## config.mk

```make
export PLATFORM = sky130hd
export DESIGN_NAME = em_reg
export DESIGN_NICKNAME = d
export VERILOG_FILES = /design/src/rtl/em_reg_pkg.sv /design/src/rtl/store_align.sv /design/src/rtl/em_reg.sv
export SDC_FILE = /design/constraint.sdc
export NUM_CORES = 1
export LEC_CHECK = 0
export CORE_AREA = 2 2 137 139
export CTS_CLUSTER_DIAMETER = 60
export DETAILED_ROUTE_END_ITERATION = 10
export DIE_AREA = 0 0 139 141
export DONT_BUFFER_PORTS = 1
export PLACE_DENSITY = 0.65
export SLEW_MARGIN = 15
export SYNTH_ARGS = -nofsm -noshare
export SYNTH_HDL_FRONTEND = slang
export SYNTH_SLANG_ARGS = --single-unit
```

## constraint.sdc

```tcl
create_clock -name clk -period 3.65 [get_ports clk]
set_input_delay 0.5475 -clock clk [delete_from_list [all_inputs] [get_ports clk]]
set_output_delay 0.5475 -clock clk [all_outputs]
set_load 0.05 [all_outputs]
```

## src/rtl/em_reg_pkg.sv

```systemverilog
// Shared constants for the Execute->Memory pipeline register: store opcodes,
// instruction opcode field bounds and the Tnew counter width.
package em_reg_pkg;

    localparam int T_W   = 5;
    localparam int OP_HI = 31;
    localparam int OP_LO = 26;

    localparam logic [5:0] OP_SW = 6'h2b;
    localparam logic [5:0] OP_SH = 6'h29;
    localparam logic [5:0] OP_SB = 6'h28;

    localparam logic [T_W-1:0] T_ONE = T_W'(1);

    // Tnew counts down toward "result ready" and never wraps.
    function automatic logic [T_W-1:0] sat_dec(input logic [T_W-1:0] t);
        return (t == '0) ? '0 : t - T_ONE;
    endfunction

endpackage

```

## src/rtl/store_align.sv

```systemverilog
// Store formatting ahead of the E/M register: byte enables, lane replication
// of the store data and misalignment detection.
module store_align
    import em_reg_pkg::*;
(
    input  logic [5:0]  opcode,
    input  logic [1:0]  addr,
    input  logic [31:0] rt_data,
    output logic [3:0]  byte_en,
    output logic [31:0] store_data,
    output logic        align_err
);

    always_comb begin
        byte_en    = 4'b0000;
        store_data = rt_data;
        align_err  = 1'b0;
        case (opcode)
            OP_SW: begin
                if (addr == 2'd0) byte_en = 4'b1111;
                else              align_err = 1'b1;
            end
            OP_SH: begin
                store_data = {2{rt_data[15:0]}};
                if (addr[0]) align_err = 1'b1;
                else         byte_en = addr[1] ? 4'b1100 : 4'b0011;
            end
            OP_SB: begin
                store_data = {4{rt_data[7:0]}};
                byte_en    = 4'b0001 << addr;
            end
            default: ;
        endcase
    end

endmodule

```

## src/rtl/em_reg.sv

```systemverilog
// Execute->Memory pipeline register with stall/flush, saturating Tnew tracking
// and registered store byte enables for the data memory.
module em_reg
    import em_reg_pkg::*;
(
    input  logic           clk,
    input  logic           reset,
    input  logic [31:0]    E_alu_res,
    input  logic [31:0]    E_reg_write,
    input  logic [31:0]    E_PC,
    input  logic [31:0]    E_ins,
    input  logic [31:0]    E_rt_data,
    input  logic [4:0]     E_regw_adr,
    input  logic [T_W-1:0] E_T,
    input  logic           stall,
    input  logic           flush,
    output logic [31:0]    M_alu_res,
    output logic [31:0]    M_reg_write,
    output logic [31:0]    M_PC,
    output logic [31:0]    M_ins,
    output logic [31:0]    M_store_data,
    output logic [4:0]     M_regw_adr,
    output logic [T_W-1:0] M_T,
    output logic [3:0]     M_byte_en,
    output logic           M_fwd_valid,
    output logic           M_align_err
);

    logic [3:0]  sa_byte_en;
    logic [31:0] sa_store_data;
    logic        sa_align_err;

    store_align u_store_align (
        .opcode     (E_ins[OP_HI:OP_LO]),
        .addr       (E_alu_res[1:0]),
        .rt_data    (E_rt_data),
        .byte_en    (sa_byte_en),
        .store_data (sa_store_data),
        .align_err  (sa_align_err)
    );

    always_ff @(posedge clk or negedge reset) begin
        if (!reset) begin
            M_alu_res    <= '0;
            M_reg_write  <= '0;
            M_PC         <= '0;
            M_ins        <= '0;
            M_store_data <= '0;
            M_regw_adr   <= '0;
            M_T          <= '0;
            M_byte_en    <= '0;
            M_align_err  <= 1'b0;
        end else if (flush) begin
            M_alu_res    <= '0;
            M_reg_write  <= '0;
            M_PC         <= '0;
            M_ins        <= '0;
            M_store_data <= '0;
            M_regw_adr   <= '0;
            M_T          <= '0;
            M_byte_en    <= '0;
            M_align_err  <= 1'b0;
        end else if (stall) begin
            // Payload holds; the producer keeps making progress while stalled.
            M_T <= sat_dec(M_T);
        end else begin
            M_alu_res    <= E_alu_res;
            M_reg_write  <= E_reg_write;
            M_PC         <= E_PC;
            M_ins        <= E_ins;
            M_store_data <= sa_store_data;
            M_regw_adr   <= E_regw_adr;
            M_T          <= sat_dec(E_T);
            M_byte_en    <= sa_byte_en;
            M_align_err  <= sa_align_err;
        end
    end

    assign M_fwd_valid = (M_T == '0) && (M_regw_adr != 5'd0);

endmodule

```

==> out/qor.txt <==
Combinational power share = 5.5%
Post-synthesis mux area share = 19.84%
All-Layer GR Usage = 18.17%
TritonCTS clock tree = done
WP data required = 3100 ps
Root buf cell = clkbuf_16
Initial antenna violation count = 0
DR iter-0 viols = 270
First-pass GRT wire length = 27950 µm
Final Cell Area = 8198 µm²
Post-layout net count = 803
Fin Hold WS = -185.9 ps
Synth Area in Compound Gates = 3.671%
Worst Tran Pin Value = 963.1 ps
# DRC = 0
I/O pin count = 350
N_diodes = 0
Vias in the first global route = 4967
Outcome = finished, violations left
Syn avg cell area = 11.55 µm²
Seq pwr share = 56.5%
RSZ-0062 raised after global routing = no
Worst skew pair latency = 420 ps
XOR/XNOR Fraction of Synth Area = 0.2315%
Port bufs = 0
Distinct cell type count of the synthesized netlist = 36
Internal power = 3.089 mW
Hold WC Path Type = input pin to async pin
Post-Synth Simple-Gate Area = 14.77%
Syn Nets = 831
Clock transition at path regs = 70 ps
Yosys Warn Count = 0
# Max-Cap Violations = 0
Hpwl dp = 12580 µm
Synth Instances = 655
Most frequent cells in the layout = dfrtp_1, nor2_1, mux2i_1
Share of post-route cells with drive strength above 1 = 6.094%
Setup Crit Path Kind = flop to primary output
Fin crit period = 2897 ps
Leading area contributor after synthesis = dfrtp_1
Critical Path Start Type = flop
Final Setup Violations = 0
Pins over their slew limit = 0
Arr. time, crit path = 2350 ps
LEAKAGE = 4.118 nW
NetSw = 1.405 mW
CP Max Fanout = 4
DIE WIDTH = 139 µm
Flops & latches, synth = 175
Die ar. = 19600 µm²
DRT Pass-1 Iters = 5
Total wire length = 18380 µm
Die Span Y = 141 µm
DR WL/cell = 21.02 µm
Clock Skews = 2.806 ps
Max Clk Rate = 345.2 MHz
CTS buffer count = 17
H-tree Lvls = 4
Area Growth Syn to Fin = 8.333%
Rel. slew slack = 35.72%
Failing checks = negative hold slack
GR Overflow Total = 0
Net Sw Frac = 31.26%
Critical Path End Type = primary output
Mapped Area = 7567 µm²
DP Area = 7649 µm²
Post-synth top area share = 57.87%
Max Root-Sink Buffers = 2
Sequential fraction of the synthesis area = 57.87%
Peak supply drop = 0.2908 mV
ANT nets after route = 0
Via/cell ratio = 5.594
Sink Count = 175
Largest family of logic cells by synthesized area = multiplexers
Post-CTS setup buffer count = 0
Vias = 4889
Clock network fraction of design power = 37.9%
Fin. Hold Viols = 175
Post-Synth Adder-Cell Area = 0.3307%
Core area = 18270 µm²
Sum of negative setup slack = 0 ps
Largest net degree at the start of global routing = 199
Gpl congestion = 0.8302
Row count = 50
Initial core utilization = 41.42%
Part of the cycle the worst path needs = 79.37%
Synth area leaders = dfrtp_1, mux2i_1, nor2_1
Leading cell type in the layout, fill and taps excluded = dfrtp_1
P per Cell Area = 548.1 nW/µm²
## final cells by class
class	count	area, µm²
Clock buffer	20	446.7
Clock inverter	12	102.6
Fill cell	1675	10070
Timing Repair Buffer	2	15.01
Tap cell	234	292.8
Inverter	6	22.52
Multi-Input combinational cell	425	2939
Sequential cell	175	4379
## path summary, 6_finish.rpt
kind,from,to,slack (ps),depth (start not counted)
worst min register to register,M_byte_en[0]$_DFFE_PN0P_,M_byte_en[0]$_DFFE_PN0P_,830,2
max in group asynchronous,reset,M_ins[27]$_DFFE_PN0P_,3640,0
worst max register to register,M_T[0]$_DFF_PN0_,M_T[1]$_DFF_PN0_,1760,6
worst max-delay path,M_T[0]$_DFF_PN0_,M_fwd_valid,750,6
worst min-delay path,reset,M_reg_write[10]$_DFFE_PN0P_,-190,0
min in group clk,flush,M_store_data[0]$_DFFE_PN0P_,200,1
## repair_timing
item	4_1_cts	5_1_grt
resized for setup	0	0
endpoints found under the setup margin	0	0
hold endpoints to repair	175	175
## power by group through the flow
stage | combinational, mW | clock, mW | sequential, mW
4_1_cts | 0.251 | 1.75 | 2.54
5_1_grt | 0.279 | 1.83 | 2.55
6_report | 0.249 | 1.70 | 2.54
3_5_place_dp | 0.253 | 0 | 2.58
2_1_floorplan | 0.286 | 0 | 2.54
3_3_place_gp | 0.238 | 0 | 2.58
## Yosys cell counts, drive strengths merged
library cell,number
xnor2,1
buf,27
nor2,153
nor3,30
nand4bb,1
mux2i,150
and2,1
inv,6
nand3b,1
and3,1
o32ai,1
a21oi,8
nor4,8
or3b,2
o21bai,1
o21ai,5
nand3,2
nand2,3
a22oi,3
a211o,16
a32o,1
nand2b,5
nor2b,9
a2bb2oi,1
clkbuf,22
ha,2
xor2,1
or2,2
nor4b,15
o21a,2
dfrtp,175
## logic make-up (layout without fill, tap and decap cells)
kind of cell / count (synthesis) / count (layout)
and+or+nand+nor: 233 / 233
DFF: 175 / 175
muxes: 150 / 150
buffers and inverters: 55 / 40
AOI/OAI and AO/OA: 38 / 38
adders and majority gates: 2 / 2
xor gates and xnor gates: 2 / 2
## flip-flops by register name (all words and copies together) (netlist names)
| register | cells |
|---|---|
| M_align_err | 1 |
| M_T | 5 |
| M_ins | 32 |
| M_store_data | 32 |
| M_reg_write | 32 |
| M_byte_en | 4 |
| M_regw_adr | 5 |
| M_PC | 32 |
| M_alu_res | 32 |
## layer usage
layer	share of wire, %	wire (µm)	up-vias	GRT usage, %
met5	0	0	-	0
met4	1.8	332	0	6.592
met3	10	1928	22	7.439
met2	50	9136	290	29.97
met1	38	6978	2386	21.53
li1	-	-	2191	-
## stage by stage
step	std cells	power, mW	setup slack [ps]	utilization, %
2_1_floorplan	655	2.826	842.9	-
3_3_place_gp	842	2.816	1211	41.87
3_5_place_dp	842	2.831	1194	41.87
4_1_cts	874	4.544	725.8	44.88
5_1_grt	874	4.661	624.7	44.88
6_report	874	4.494	752.9	44.88
## worst max-delay path: stages, from the launching register on
cell and delay [ps]:
dfrtp_1 580, inv_1 130, ha_1 210, or3b_2 490, nand2b_1 190, a21oi_1 120
buf_4 210
No activity file was read; power rests on OpenSTA's default activity.
